[src/rtl/reg_commit_scheduler_pkg.sv]
// Shared widths, zero constants and scheduler state encodings for the
// register-file commit scheduler.
package reg_commit_scheduler_pkg;

    localparam int REG_WIDTH  = 5;
    localparam int ROB_WIDTH  = 4;
    localparam int DATA_WIDTH = 32;

    localparam logic [REG_WIDTH-1:0]  ZERO_REG  = '0;
    localparam logic [ROB_WIDTH-1:0]  ZERO_ROB  = '0;
    localparam logic [DATA_WIDTH-1:0] ZERO_DATA = '0;

    localparam logic TRUE  = 1'b1;
    localparam logic FALSE = 1'b0;

    typedef enum logic [1:0] {
        SCH_RUN   = 2'd0,
        SCH_DRAIN = 2'd1,
        SCH_FLUSH = 2'd2
    } sch_state_e;

    function automatic logic [1:0] push_count(input logic a, input logic b);
        return {1'b0, a} + {1'b0, b};
    endfunction

endpackage

[src/rtl/reg_commit_scheduler_if.sv]
// Commit-side and register-file-side signal bundle of the commit scheduler.
// master = ROB / register file side, slave = scheduler.
interface reg_commit_scheduler_if
    import reg_commit_scheduler_pkg::*;
#(
    parameter int REG_W  = REG_WIDTH,
    parameter int ROB_W  = ROB_WIDTH,
    parameter int DATA_W = DATA_WIDTH
);

    logic              c0_valid;
    logic [REG_W-1:0]  c0_reg;
    logic [ROB_W-1:0]  c0_tag;
    logic [DATA_W-1:0] c0_value;
    logic              c1_valid;
    logic [REG_W-1:0]  c1_reg;
    logic [ROB_W-1:0]  c1_tag;
    logic [DATA_W-1:0] c1_value;
    logic              commit_ready;
    logic              in_rollback;
    logic [REG_W-1:0]  wr_reg;
    logic [ROB_W-1:0]  wr_tag;
    logic [DATA_W-1:0] wr_value;
    logic              out_rollback;
    logic              rollback_busy;

    modport master (
        output c0_valid, c0_reg, c0_tag, c0_value,
        output c1_valid, c1_reg, c1_tag, c1_value,
        output in_rollback,
        input  commit_ready, wr_reg, wr_tag, wr_value, out_rollback, rollback_busy
    );

    modport slave (
        input  c0_valid, c0_reg, c0_tag, c0_value,
        input  c1_valid, c1_reg, c1_tag, c1_value,
        input  in_rollback,
        output commit_ready, wr_reg, wr_tag, wr_value, out_rollback, rollback_busy
    );

endinterface

[src/rtl/reg_commit_scheduler_commit_fifo.sv]
// In-order FIFO with two write ports and one read port; write port 0 is
// always the older entry, and a lone push1 is compacted into the tail slot.
module reg_commit_scheduler_commit_fifo
    import reg_commit_scheduler_pkg::*;
#(
    parameter int DEPTH  = 4,
    parameter int REG_W  = REG_WIDTH,
    parameter int ROB_W  = ROB_WIDTH,
    parameter int DATA_W = DATA_WIDTH
) (
    input  logic                     clk,
    input  logic                     rst,
    input  logic                     push0,
    input  logic [REG_W-1:0]         d0_reg,
    input  logic [ROB_W-1:0]         d0_tag,
    input  logic [DATA_W-1:0]        d0_value,
    input  logic                     push1,
    input  logic [REG_W-1:0]         d1_reg,
    input  logic [ROB_W-1:0]         d1_tag,
    input  logic [DATA_W-1:0]        d1_value,
    input  logic                     pop,
    output logic [REG_W-1:0]         head_reg,
    output logic [ROB_W-1:0]         head_tag,
    output logic [DATA_W-1:0]        head_value,
    output logic [$clog2(DEPTH):0]   count
);

    localparam int AW = $clog2(DEPTH);
    localparam int CW = AW + 1;

    logic [REG_W-1:0]  reg_mem   [DEPTH];
    logic [ROB_W-1:0]  tag_mem   [DEPTH];
    logic [DATA_W-1:0] value_mem [DEPTH];

    logic [AW-1:0]     head, tail, tail_b;
    logic [CW-1:0]     count_q;
    logic [1:0]        n_push;
    logic              wr_a, wr_b;
    logic [REG_W-1:0]  a_reg;
    logic [ROB_W-1:0]  a_tag;
    logic [DATA_W-1:0] a_value;

    always_comb begin
        n_push  = push_count(push0, push1);
        wr_a    = push0 | push1;
        wr_b    = push0 & push1;
        a_reg   = push0 ? d0_reg   : d1_reg;
        a_tag   = push0 ? d0_tag   : d1_tag;
        a_value = push0 ? d0_value : d1_value;
        tail_b  = tail + AW'(1);
    end

    // Storage is data only: no reset, validity is tracked by count.
    always_ff @(posedge clk) begin
        if (wr_a) begin
            reg_mem[tail]   <= a_reg;
            tag_mem[tail]   <= a_tag;
            value_mem[tail] <= a_value;
        end
        if (wr_b) begin
            reg_mem[tail_b]   <= d1_reg;
            tag_mem[tail_b]   <= d1_tag;
            value_mem[tail_b] <= d1_value;
        end
    end

    always_ff @(posedge clk or negedge rst) begin
        if (!rst) begin
            head    <= '0;
            tail    <= '0;
            count_q <= '0;
        end else begin
            tail    <= tail + AW'(n_push);
            if (pop == TRUE) begin
                head <= head + AW'(1);
            end
            count_q <= count_q + CW'(n_push) - CW'(pop);
        end
    end

    assign head_reg   = reg_mem[head];
    assign head_tag   = tag_mem[head];
    assign head_value = value_mem[head];
    assign count      = count_q;

endmodule

[src/rtl/reg_commit_scheduler.sv]
// Buffers up to two retired register writes per cycle, drains one per cycle
// to the register file, and defers the rollback pulse until the buffer is empty.
module reg_commit_scheduler
    import reg_commit_scheduler_pkg::*;
#(
    parameter int DEPTH  = 4,
    parameter int REG_W  = REG_WIDTH,
    parameter int ROB_W  = ROB_WIDTH,
    parameter int DATA_W = DATA_WIDTH
) (
    input  logic                   clk,
    input  logic                   rst,
    input  logic                   ena,
    reg_commit_scheduler_if.slave  bus
);

    localparam int CW = $clog2(DEPTH) + 1;

    sch_state_e        state, state_next;
    logic [CW-1:0]     count;
    logic              commit_ready, rollback_busy, out_rollback;
    logic              accept, push0, push1, vld_p0;
    logic [REG_W-1:0]  head_reg;
    logic [ROB_W-1:0]  head_tag;
    logic [DATA_W-1:0] head_value;
    logic [REG_W-1:0]  wr_reg_p1;
    logic [ROB_W-1:0]  wr_tag_p1;
    logic [DATA_W-1:0] wr_value_p1;

    // Enqueue qualification; commit_ready already folds in state == RUN.
    always_comb begin
        accept = ena && commit_ready;
        push0  = accept && bus.c0_valid && (bus.c0_reg != REG_W'(ZERO_REG));
        push1  = accept && bus.c1_valid && (bus.c1_reg != REG_W'(ZERO_REG));
        vld_p0 = ena && (count != '0);
    end

    reg_commit_scheduler_commit_fifo #(
        .DEPTH  (DEPTH),
        .REG_W  (REG_W),
        .ROB_W  (ROB_W),
        .DATA_W (DATA_W)
    ) u_fifo (
        .clk        (clk),
        .rst        (rst),
        .push0      (push0),
        .d0_reg     (bus.c0_reg),
        .d0_tag     (bus.c0_tag),
        .d0_value   (bus.c0_value),
        .push1      (push1),
        .d1_reg     (bus.c1_reg),
        .d1_tag     (bus.c1_tag),
        .d1_value   (bus.c1_value),
        .pop        (vld_p0),
        .head_reg   (head_reg),
        .head_tag   (head_tag),
        .head_value (head_value),
        .count      (count)
    );

    always_ff @(posedge clk or negedge rst) begin
        if (!rst) begin
            state <= SCH_RUN;
        end else begin
            state <= state_next;
        end
    end

    // DRAIN leaves only once count is zero, so no pop shares that edge.
    always_comb begin
        state_next = state;
        if (ena) begin
            case (state)
                SCH_RUN:   if (bus.in_rollback) state_next = SCH_DRAIN;
                SCH_DRAIN: if (count == '0)     state_next = SCH_FLUSH;
                SCH_FLUSH: state_next = SCH_RUN;
                default:   state_next = SCH_RUN;
            endcase
        end
    end

    always_comb begin
        commit_ready  = FALSE;
        rollback_busy = TRUE;
        out_rollback  = FALSE;
        case (state)
            SCH_RUN: begin
                rollback_busy = FALSE;
                commit_ready  = (CW'(DEPTH) - count) >= CW'(2);
            end
            SCH_DRAIN: ;
            SCH_FLUSH: out_rollback = TRUE;
            default:   rollback_busy = FALSE;
        endcase
    end

    // Stage p1: registered write port; tag/value hold when idle.
    always_ff @(posedge clk or negedge rst) begin
        if (!rst) begin
            wr_reg_p1   <= REG_W'(ZERO_REG);
            wr_tag_p1   <= ROB_W'(ZERO_ROB);
            wr_value_p1 <= DATA_W'(ZERO_DATA);
        end else if (vld_p0) begin
            wr_reg_p1   <= head_reg;
            wr_tag_p1   <= head_tag;
            wr_value_p1 <= head_value;
        end else begin
            wr_reg_p1   <= REG_W'(ZERO_REG);
        end
    end

    assign bus.commit_ready  = commit_ready;
    assign bus.rollback_busy = rollback_busy;
    assign bus.out_rollback  = out_rollback;
    assign bus.wr_reg        = wr_reg_p1;
    assign bus.wr_tag        = wr_tag_p1;
    assign bus.wr_value      = wr_value_p1;

endmodule

[src/flat_wrapper.sv]
// flat-port wrapper written by rule: the top's interface ports become plain ports
module reg_commit_scheduler_flat import reg_commit_scheduler_pkg::*;
#(
    parameter int DEPTH  = 4,
    parameter int REG_W  = REG_WIDTH,
    parameter int ROB_W  = ROB_WIDTH,
    parameter int DATA_W = DATA_WIDTH
)
  (clk, rst, ena, bus_c0_valid, bus_c0_reg, bus_c0_tag, bus_c0_value, bus_c1_valid, bus_c1_reg, bus_c1_tag, bus_c1_value, bus_in_rollback, bus_commit_ready, bus_wr_reg, bus_wr_tag, bus_wr_value, bus_out_rollback, bus_rollback_busy);
  reg_commit_scheduler_if #(.REG_W(REG_W), .ROB_W(ROB_W), .DATA_W(DATA_W)) bus_i ();
  input  logic clk;
  input  logic rst;
  input  logic ena;
  input wire logic [$bits(bus_i.c0_valid)-1:0] bus_c0_valid;
  input wire logic [$bits(bus_i.c0_reg)-1:0] bus_c0_reg;
  input wire logic [$bits(bus_i.c0_tag)-1:0] bus_c0_tag;
  input wire logic [$bits(bus_i.c0_value)-1:0] bus_c0_value;
  input wire logic [$bits(bus_i.c1_valid)-1:0] bus_c1_valid;
  input wire logic [$bits(bus_i.c1_reg)-1:0] bus_c1_reg;
  input wire logic [$bits(bus_i.c1_tag)-1:0] bus_c1_tag;
  input wire logic [$bits(bus_i.c1_value)-1:0] bus_c1_value;
  input wire logic [$bits(bus_i.in_rollback)-1:0] bus_in_rollback;
  output wire logic [$bits(bus_i.commit_ready)-1:0] bus_commit_ready;
  output wire logic [$bits(bus_i.wr_reg)-1:0] bus_wr_reg;
  output wire logic [$bits(bus_i.wr_tag)-1:0] bus_wr_tag;
  output wire logic [$bits(bus_i.wr_value)-1:0] bus_wr_value;
  output wire logic [$bits(bus_i.out_rollback)-1:0] bus_out_rollback;
  output wire logic [$bits(bus_i.rollback_busy)-1:0] bus_rollback_busy;
  assign bus_i.c0_valid = bus_c0_valid;
  assign bus_i.c0_reg = bus_c0_reg;
  assign bus_i.c0_tag = bus_c0_tag;
  assign bus_i.c0_value = bus_c0_value;
  assign bus_i.c1_valid = bus_c1_valid;
  assign bus_i.c1_reg = bus_c1_reg;
  assign bus_i.c1_tag = bus_c1_tag;
  assign bus_i.c1_value = bus_c1_value;
  assign bus_i.in_rollback = bus_in_rollback;
  assign bus_commit_ready = bus_i.commit_ready;
  assign bus_wr_reg = bus_i.wr_reg;
  assign bus_wr_tag = bus_i.wr_tag;
  assign bus_wr_value = bus_i.wr_value;
  assign bus_out_rollback = bus_i.out_rollback;
  assign bus_rollback_busy = bus_i.rollback_busy;
  reg_commit_scheduler #(.DEPTH(DEPTH), .REG_W(REG_W), .ROB_W(ROB_W), .DATA_W(DATA_W)) u_core (.clk(clk), .rst(rst), .ena(ena), .bus(bus_i));
endmodule
[config.mk]
export PLATFORM = sky130hd
export DESIGN_NAME = reg_commit_scheduler_flat
export DESIGN_NICKNAME = d
export VERILOG_FILES = /design/src/rtl/reg_commit_scheduler_pkg.sv /design/src/rtl/reg_commit_scheduler_if.sv /design/src/rtl/reg_commit_scheduler_commit_fifo.sv /design/src/rtl/reg_commit_scheduler.sv /design/src/flat_wrapper.sv
export SDC_FILE = /design/constraint.sdc
export NUM_CORES = 1
export LEC_CHECK = 0
export CAP_MARGIN = 40
export CELL_PAD_IN_SITES_DETAIL_PLACEMENT = 0
export CELL_PAD_IN_SITES_GLOBAL_PLACEMENT = 2
export CORE_MARGIN = 5
export CORE_UTILIZATION = 25
export DETAILED_ROUTE_END_ITERATION = 16
export HOLD_SLACK_MARGIN = 0.12
export PLACE_DENSITY_LB_ADDON = 0.2
export SYNTH_ARGS = -nofsm -noshare
export SYNTH_HDL_FRONTEND = slang
export SYNTH_SLANG_ARGS = --single-unit
export TNS_END_PERCENT = 5
[constraint.sdc]
create_clock -name clk -period 9 [get_ports clk]
set_input_delay 1.35 -clock clk [delete_from_list [all_inputs] [get_ports clk]]
set_output_delay 1.35 -clock clk [all_outputs]
set_load 0.005 [all_outputs]
Yosys cells after proc, flatten, opt, wreduce, memory -nomap -nowiden
Memories as Yosys holds them, arrays and structs flattened. A register that Yosys moved wholly into a read port is not among the register bits.
Index checks and enable logic that the tools add are counted.
{"block": "totals", "ff_bits": 14, "ramBits": 164, "input_bits": 88, "out_inout_bits": 44, "wordCells": 51, "n_memories": 3}
{"block": "op_classes", "add_sub_neg": 7, "magnitude_cmp": 1, "n_eq_ne": 4, "mux": 14, "bitwise_logic": 2, "reduce_logical": 15}
{"name": "u_core.u_fifo.value_mem", "depth": 4, "word_bits": 32, "rd": 1, "rd_ports_with_merged_regs": 1, "wr": 2, "line": "reg_commit_scheduler_commit_fifo.sv:33", "rtl": "logic [DATA_W-1:0] value_mem [DEPTH];"}
{"name": "u_core.u_fifo.reg_mem", "depth": 4, "word_bits": 5, "rd": 1, "rd_ports_with_merged_regs": 0, "wr": 2, "line": "reg_commit_scheduler_commit_fifo.sv:31", "rtl": "logic [REG_W-1:0] reg_mem [DEPTH];"}
{"name": "u_core.u_fifo.tag_mem", "depth": 4, "word_bits": 4, "rd": 1, "rd_ports_with_merged_regs": 1, "wr": 2, "line": "reg_commit_scheduler_commit_fifo.sv:32", "rtl": "logic [ROB_W-1:0] tag_mem [DEPTH];"}
{"operator": "two-way mux 32 bit", "count": 1}
{"operator": "two-way mux 5 bit", "count": 2}
{"operator": "nonzero test 5 bit", "count": 2}
{"operator": "two-way mux 1 bit", "count": 7}
{"operator": "logical AND 1 bit", "count": 6}
{"operator": "adder 2 x 1 -> 2 bit, second input constant", "count": 2}
{"operator": "two-way mux 2 bit", "count": 2}
{"operator": "two-way mux 4 bit", "count": 1}
{"operator": "one-hot mux 2 bit (2 select lines)", "count": 1}
{"operator": "adder 3 x 2 -> 3 bit", "count": 1}
{"operator": "greater-or-equal comparator 3 x 2 -> 1 bit, second input constant", "count": 1}
{"operator": "zero test 3 bit", "count": 1}
{"operator": "AND reduction 3 bit", "count": 1}
{"operator": "nonzero test 3 bit", "count": 1}
{"operator": "subtractor 3 x 1 -> 3 bit", "count": 1}
{"operator": "subtractor 3 bit, first input constant", "count": 1}
{"operator": "adder 1 x 1 -> 2 bit", "count": 1}
{"operator": "adder 2 bit", "count": 1}
{"operator": "== test 2 x 1 -> 1 bit, second input constant", "count": 1}
{"operator": "== test 2 bit, second input constant", "count": 1}
{"operator": "zero test 1 bit", "count": 2}
{"operator": "zero test 2 bit", "count": 1}
{"operator": "!= test 2 x 1 -> 1 bit, second input constant", "count": 1}
{"operator": "!= test 2 bit, second input constant", "count": 1}
{"operator": "3 further kinds", "count": 3}

Longest topological paths before layout
Gate-level depths: netlist of the first run.
{"block": "logic_depth", "depth_word": 9, "ltp_mapped": 14}

Cells and area by module
From an unflattened synthesis of the first run, not the netlist that was laid out.
{"block": "unflattened", "hier_cells": 835, "area_unflattened_um2": 11262.1}
{"module": "reg_commit_scheduler_commit_fifo", "instances": 1, "cells_per_inst": 642, "area_each_um2": 9474.1, "seq_area_each_um2": 5099.9}
{"module": "reg_commit_scheduler", "instances": 1, "cells_per_inst": 193, "area_each_um2": 1788.0, "seq_area_each_um2": 1076.0}

Worst setup path before layout of the first run
No wires, ideal clock.
{"block": "synth_timing", "path_type": "input port to flip-flop", "start": "input ena", "end": "memory u_core.u_fifo.reg_mem[1][0] (netlist name), enable pin", "setup_time_ps": 499, "arrival_time_ps": 5273, "t_required_ps": 8501, "setup_slack_ps": 3229, "stages": 6, "path_buffers": 0, "cell_sequence": "o311ai_4 -> or2_2 -> inv_1 -> ha_1 -> nor2_1 -> nor3b_1"}
{"item": "start, declared", "line": "flat_wrapper.sv:13", "rtl": "input logic ena;"}
{"item": "end, declared", "line": "reg_commit_scheduler_commit_fifo.sv:31"}

==> results of run 1 <==
## worst max-delay path, delay by kind of cell
family                   cells  cell delay (ps)
adder cells (fa/ha/maj)      1              320
multiplexers                 1              400
AND/OR/NAND/NOR              4             1080
AO/OA/AOI/OAI                1              350
buffers and inverters        2              970
## per-stage QoR
stage	area, µm²	hold slack, ps	std cells	worst slack, ps	utilization (%)
floorplan	10200	466	557	3230	-
global placement	12100	489	1203	4200	29.7
detailed placement	12100	487	1205	4160	29.9
CTS	13000	500	1254	4740	32.0
global route	13000	528	1254	4560	32.0
finish	13000	494	1256	4750	32.0
## final timing paths
| check | to | start | cells after the start | slack, ps |
|---|---|---|---|---|
| max | u_core.u_fifo.value_mem[0][18] | bus_c0_reg[2] | 9 | 4750 |
| min | u_core.u_fifo.count[0] | u_core.u_fifo.count[0] | 1 | 490 |
| max reg2reg | u_core.u_fifo.reg_mem[2][2] | u_core.u_fifo.count[0] | 12 | 5210 |
| min reg2reg | u_core.u_fifo.count[0] | u_core.u_fifo.count[0] | 1 | 490 |
| max in group asynchronous | u_core.u_fifo.head[1] | rst | 2 | 7670 |
| min in group asynchronous | u_core.bus.wr_value[3] | rst | 1 | 780 |
## final cells by class
cell class	count	area (µm²)
Clock inverter	7	86.3
Tap cell	532	666
Clock buffer	42	772
Inverter	13	48.8
Timing Repair Buffer	149	1480
Fill cell	3940	27600
Sequential cell	214	6180
Multi-Input combinational cell	297	3770
Antenna cell	2	5.00
## power groups by stage
stage                     clock network, mW  logic [mW]  registers, mW
after global placement                    0        1.30           1.63
after global routing                   1.13        1.45           1.61
after CTS                              1.09        1.38           1.58
after detailed placement                  0        1.37           1.60
final                                  1.05        1.33           1.57
after floorplan                           0       0.867           1.52
## metal layers
metal  vias up  share of wire [%]  global-route usage, %
met5         -                  0                      0
li1       2491                  -                      -
met2       119                 50                   20.9
met4         0                2.1                   2.47
met1      2896                 43                   15.4
met3        34                4.9                   2.51
## synthesized netlist by cell type (all sizes together) (2+ instances only)
cell,count
nand2,4
xor2,4
xnor2,4
o21ai,3
mux2,201
nor3,4
and2,5
clkbuf,8
inv,13
edfxtp,164
buf,25
ha,11
nor2,4
dfrtp,50
or4,2
nor3b,2
mux4,41
## logic make-up after synthesis
kind of cell / Yosys count / share of synthesized area, %
buf+inv: 46 / 2.94
mux: 242 / 31.5
flops: 214 / 60.5
xor+xnor: 8 / 0.686
compound gates: 9 / 1.05
simple gates: 26 / 1.78
fa+ha+maj: 12 / 1.54
==> impl_summary.md, run 1 <==
CTS
The number of buffers added to fix hold violations after cts is 0. The count of buffers added by post-CTS timing repair for setup is 0. The later pin in the worst-skew pair is clocked with a latency of 520 ps. In this run the number of H-tree levels came out at 1. The CTS tree is yes. The clock-pin slew reported for the worst setup and hold paths after clock tree synthesis is 60 ps. The longest clock path from root to sink contains 3 buffers. The post-CTS resize count is 0. The root buffer cell is sky130_fd_sc_hd__clkbuf_16. The total clock buffers created by CTS is 27. Clock tree synthesis found a total of 214 sinks.

Place
Routability-driven placement finished with a final weighted congestion of 0.717. The count of buffers added on input and output ports is 131. The HPWL after detailed placement is 16400 µm.

GRT
The number of antenna violations at the first check in global routing is 2. Entering global routing, the biggest net connects 44 pins. The number of global-route vias before repair is 6254. The global-route wire length before repair is 40500 µm. The total global routing track utilization is 12.0%. The total global routing overflow is 0.

Worst setup path
The element type at the critical path end is a flip-flop. The startpoint type of the worst setup path is an input port. The critical path arrival is 4520 ps. STA puts the critical path data required time at 9270 ps.

On the critical path, the stage with the largest delay is an instance of sky130_fd_sc_hd__or4_4. The critical path goes through clkdlybuf4s50_1 -> or4_4 -> o21ai_4 -> nor2_1 -> ha_1 -> nand3_1 -> nor3b_4 -> buf_4 -> mux2_2. The type of the setup path with the least slack is in -> reg. Of all nets on the critical path, the largest fanout is 24. The largest stage delay on the critical path is 560 ps.

Flow run
The tool flagged a number of max-cap violations equal to 0.

Floorplanning
The die is 212 µm wide. The die covers 45000 µm². The die is 212 µm tall.

The region available for standard cell placement spans 40600 µm². The initial standard-cell utilization of the core is 25.1%. The number of top-level pins is 132. In this run the core area contains 74 standard-cell rows.

Drt
After detailed routing, the average wire length per cell comes to 21.7 µm. The first TritonRoute pass finished after 4 iterations. The count of nets left with antenna violations once routing finished came out at 0. The routed layout has 5540 vias. The number of vias per cell after detailed routing is 4.41. After detailed routing, the number of remaining DRC violations is 0.

After detailed routing, the total wire length is 27300 µm. The number of DRC markers after the initial detailed-route iteration is 174.

Synthesis
The synthesized design contains 164 enable-type register cells. The net count after synthesis is 657. The share of synthesized area occupied by flip-flops and latches is 60.5%. The share of synthesized flip-flops with an asynchronous set or reset is 23.4%. The number of distinct library cells after synthesis is 36. The prevailing post-synth register cell is sky130_fd_sc_hd__edfxtp_1. Summing every instance area after synthesis gives 10200 µm². By area the synthesized netlist is led by sky130_fd_sc_hd__edfxtp_1 48%, sky130_fd_sc_hd__mux2_2 21%, sky130_fd_sc_hd__dfrtp_1 12%. Summed over all instances, the cell type with the most area after synthesis is sky130_fd_sc_hd__edfxtp_1. The synthesized area divided by synthesized cell count is 18.3 µm². The post-synthesis register bit count is 214.

After technology mapping, the gate count stands at 557. The share of the synthesized area in the top cell type is 48.2%. The Yosys step of the flow raised 0 warnings.

Finish
The count of nets after finishing is 802. The flip-flop count of the largest register, all copies and words added is 128. The commonest non-fill, non-tap cell in the layout is sky130_fd_sc_hd__mux2_2. The fraction of layout instances using a drive strength above 1 is 43.4%. The register with the most flip-flops in the final layout is u_core.u_fifo.value_mem. The growth of design area from synthesis to finish is 27.3%. In the layout the commonest cells are 192 x sky130_fd_sc_hd__mux2_2, 164 x sky130_fd_sc_hd__edfxtp_1, 130 x sky130_fd_sc_hd__clkdlybuf4s50_1, 48 x sky130_fd_sc_hd__dfrtp_1, 41 x sky130_fd_sc_hd__mux4_2.

Power
The maximum resistive drop on vdd is 0.139 mV. The clock network accounts for 26.6% of the total power. Net switching is 29.3% of the power. The internal power is 2.79 mW. Sequential cells account for 39.8% of the total power. The net switching power of the design is 1.16 mW. The overall power is 3.95 mW. Combinational cells account for 33.7% of the total power.

The static leakage is 4.43 nW. For this design the ratio of total power to cell area is 304 nW/µm².

STA
Timing would allow up to 0.235 GHz. For the final routed database, the setup TNS stands at 0 ps. For the pin with the worst max-slew slack, the measured transition is 754 ps. The number of hold violations in the final report is 0.

The share of the clock period used by the worst path is 47.2%. For the final database, setup skew stands at 13.9 ps. The number of pins with negative max-slew slack in the final report came to 0. The shortest clock period the worst path allows after layout is 4250 ps. Setup repair after global routing left no endpoint under its margin. The count of final setup violators is 0. The relative slew slack is 49.7%.

Run status
The run finished with clean final reports.

Min path
The classification of the worst-slack hold path is reg -> reg.
Note: power is estimated with default switching activity, not from simulation.
==> inputs of run 2 (changes only) <==
clock period = 3.7 ns   (was 9 ns; I/O delays follow)
==> run 2 against run 1 <==
Net effect: total power grew 150%; via count increased by 2.5%; die area unchanged; utilization rose by 0.50 points; clock power rose by 140%; sequential power grew 140%; wire length grew 3.7%; clock skew rose by 3.7 ps; cell area grew 1.6%; critical path depth increased by 4; first-iteration DRC count increased by 24%; clock-buffer cell count fell by 1.
==> impl_summary.md, run 2 (same netlist as run 1, synthesis figures left out) <==
Worst setup path
The required time reported for the critical path endpoint is 3970 ps (was 9270 ps). The largest stage delay on the critical path is 370 ps (was 560 ps). The number of cells on the worst reg-to-reg path is 13 (was 12). The kind of cell with the highest combined delay on the critical path was buffers and inverters (was simple AND/OR/NAND/NOR gates). The critical path launch point was u_core.u_fifo.count[0] (was bus_c0_reg[2]).

The startpoint type of the worst setup path is a flip-flop (was input port). The startpoint of the most critical register-to-register path is u_core.u_fifo.count[0] (unchanged). Crit-path cells: inv_1 -> ha_1 -> ha_1 -> inv_1 -> o311ai_4 -> buf_4 -> nor2_1 -> ha_1 -> inv_1 -> nor3_1 -> nor3_4 -> buf_12 -> mux2_2 (was clkdlybuf4s50_1 -> or4_4 -> o21ai_4 -> nor2_1 -> ha_1 -> nand3_1 -> nor3b_4 -> buf_4 -> mux2_2). The reg-to-reg endpoint is u_core.u_fifo.value_mem[2][30] (was u_core.u_fifo.reg_mem[2][2]). The setup slack of the worst register-to-register path is 410 ps (was 5210 ps). The buffer and inverter count on the worst path was 5 (was 2). The slowest cell on the critical path is sky130_fd_sc_hd__mux2_2 (was sky130_fd_sc_hd__or4_4). The maximum net fanout on the critical path is 31 (was 24).

The element type at the critical path end is a flip-flop (unchanged). The type of the setup path with the least slack is reg -> reg (was in -> reg). The critical path arrival came to 3560 ps (was 4520 ps).

Finish
The growth of design area from synthesis to finish is 29.3% (was 27.3%). The fraction of layout instances using a drive strength above 1 is 44.6% (was 43.4%). The count of nets after finishing is 813 (was 802). The top register by number of flip-flops is u_core.u_fifo.value_mem (unchanged). Top library cells by usage in the layout, fill and taps aside: 192 x sky130_fd_sc_hd__mux2_2, 164 x sky130_fd_sc_hd__edfxtp_1, 130 x sky130_fd_sc_hd__clkdlybuf4s50_1, 48 x sky130_fd_sc_hd__dfrtp_1, 41 x sky130_fd_sc_hd__mux4_2 (unchanged). The count of placed standard cells in the final layout, fillers left out was 1267 (was 1256). The commonest non-fill, non-tap cell in the layout is sky130_fd_sc_hd__mux2_2 (unchanged). The flip-flop count of the largest register, all copies and words added is 128 (unchanged).

The post-layout instance area is 13200 µm² (was 13000 µm²). The total area of multi-input combinational cells is 3770 µm² (about the same). The area taken by flip-flops and latches was 6180 µm² (unchanged). The count of fill cells added during filler insertion is 3902 (was 3940). The final core utilization came to 32.5% (was 32.0%).

CTS
The largest buffer count on any clock path is 3 (unchanged). The number of sinks handled by clock tree synthesis is 214 (unchanged). The post-CTS resize count came to 0 (unchanged). The deepest level of the CTS H-tree is 1 (unchanged). The root buffer cell is sky130_fd_sc_hd__clkbuf_16 (unchanged).

The CTS tree is yes (unchanged). The clock latency on the worst-skew pair is 530 ps (was 520 ps). The count of buffers added by post-CTS timing repair for setup came to 0 (unchanged). The number of buffers added to fix hold violations after cts is 1 (was 0). The total clock buffers created by CTS came to 26 (was 27).

The clock-pin slew reported for the worst setup and hold paths after clock tree synthesis is 60 ps (about the same).

Power
The overall power is 9.71 mW (was 3.95 mW). The switching power as a share of total power came to 29.6% (was 29.3%). The static leakage came to 4.52 nW (was 4.43 nW). The maximum resistive drop on vdd came to 0.395 mV (was 0.139 mV). The combinational share of power is 35.2% (was 33.7%). The internal power was 6.84 mW (was 2.79 mW). The sequential fraction of design power is 39.1% (was 39.8%). The net switching power of the design is 2.87 mW (was 1.16 mW). The areal power density over the cells is 735 nW/µm² (was 304 nW/µm²). The share of total power in the clock network is 25.8% (was 26.6%).

Drt
The number of vias per cell after detailed routing is 4.48 (was 4.41). The post-detailed-route DRC marker count is 0 (unchanged). The detailed-router iteration count before antenna repair came to 4 (unchanged).

The number of DRC markers after the initial detailed-route iteration was 215 (was 174). The antenna violation net count after detailed routing is 0 (unchanged). The total length of routed wires came to 28300 µm (was 27300 µm). The total number of vias was 5680 (was 5540). The routed wire length per instance is 22.3 µm (was 21.7 µm).

STA
The final critical path takes up 88.8% of the cycle. Setup repair after global routing missed its margin: false (unchanged). The setup slack of the critical path after layout came to 414 ps (was 4750 ps). The worst clock skew is 17.6 ps (was 13.9 ps). Static timing analysis puts the maximum clock frequency at 0.304 GHz. The actual slew at the worst max-slew pin was 743 ps (was 754 ps).

The relative slew slack was 50.4% (was 49.7%). The number of hold violations in the final report came to 0 (unchanged). The aggregate negative setup slack is 0 ps (unchanged). The number of pins with negative max-slew slack in the final report is 0 (unchanged).

The worst hold slack was 422 ps (was 494 ps). The shortest clock period the worst path allows after layout is 3290 ps. The count of final setup violators is 0 (unchanged).

Floorplanning
The die extent in y came to 212 µm (unchanged). The chip width is 212 µm (unchanged). The initial standard-cell utilization of the core came to 25.1% (unchanged).

The area inside the core boundary is 40600 µm² (unchanged). The total number of placement rows is 74 (unchanged). The number of top-level pins is 132 (unchanged). The die footprint is 45000 µm² (unchanged).

Place
The area of placed instances was 12300 µm² (was 12100 µm²). The routability-driven placement congestion ratio is 0.692 (was 0.717). The total of buffers placed on input and output ports is 131 (unchanged). The HPWL after detailed placement was 17400 µm (was 16400 µm).

The minimum setup slack after placement came to 19.2 ps (was 4160 ps). The number of placed instances with taps included came to 1216 (was 1205).

GRT
The number of antenna violations at the first check in global routing is 2 (unchanged). The global-route wire length before repair is 42200 µm (was 40500 µm). The total global routing track utilization is 12.5% (was 12.0%). The pin count of the biggest net entering global routing is 44 (unchanged). The number of global-route vias before repair was 6594 (was 6254).

The total global routing overflow was 0 (unchanged).

Min path
The classification of the worst-slack hold path is in -> async (was reg -> reg).

Run status
Status: finished clean (unchanged).

Flow run
The number of violations of the max-capacitance limit is 0 (unchanged).
==> run 2: cell types whose count changed in the layout (fill, tap and decap cells not counted), sizes merged <==
cell,before,now
buf,19,30
dlygate4sd3,0,1
clkinvlp,1,0
bufinv,2,1
clkbuf,42,41
clkinv,4,6
==> run 2: layout make-up <==
class                           count  area share (%)
Timing Repair Buffer              161            12.8
Tap cell                          532            5.04
Inverter                           13           0.370
Clock inverter                      7           0.540
Clock buffer                       41            5.88
Sequential cell                   214            46.8
Multi-Input combinational cell    297            28.6
Antenna cell                        2          0.0379
==> run 2: power groups by stage <==
stage / combinational, mW / sequential (mW) / clock, mW
6_report: 3.41 / 3.79 / 2.50
5_1_grt: 3.70 / 3.88 / 2.70
4_1_cts: 3.54 / 3.82 / 2.61
3_5_place_dp: 3.52 / 3.87 / 0
3_3_place_gp: 3.31 / 3.96 / 0
2_1_floorplan: 2.13 / 3.68 / 0
==> run 2: how the worst max path moves through the flow <==
stage	endpoint	slack [ps]	cells past startpoint
finish	u_core.u_fifo.value_mem[2][30]	410	13
global route	u_core.u_fifo.value_mem[2][30]	210	13
CTS	u_core.u_fifo.value_mem[2][30]	400	13
detailed placement	u_core.u_fifo.value_mem[2][18]	20	11
global placement	u_core.u_fifo.value_mem[0][12]	100	10
floorplan	u_core.u_fifo.reg_mem[2][0]	210	11
==> run 2: layer usage <==
metal / routed length (µm) / up-vias / global-route usage (%)
met1: 11600 / 2970 / 15.2
met3: 1320 / 47 / 2.41
met5: 0 / - / 0
met4: 693 / 0 / 3.89
li1: - / 2519 / -
met2: 14600 / 144 / 22.4
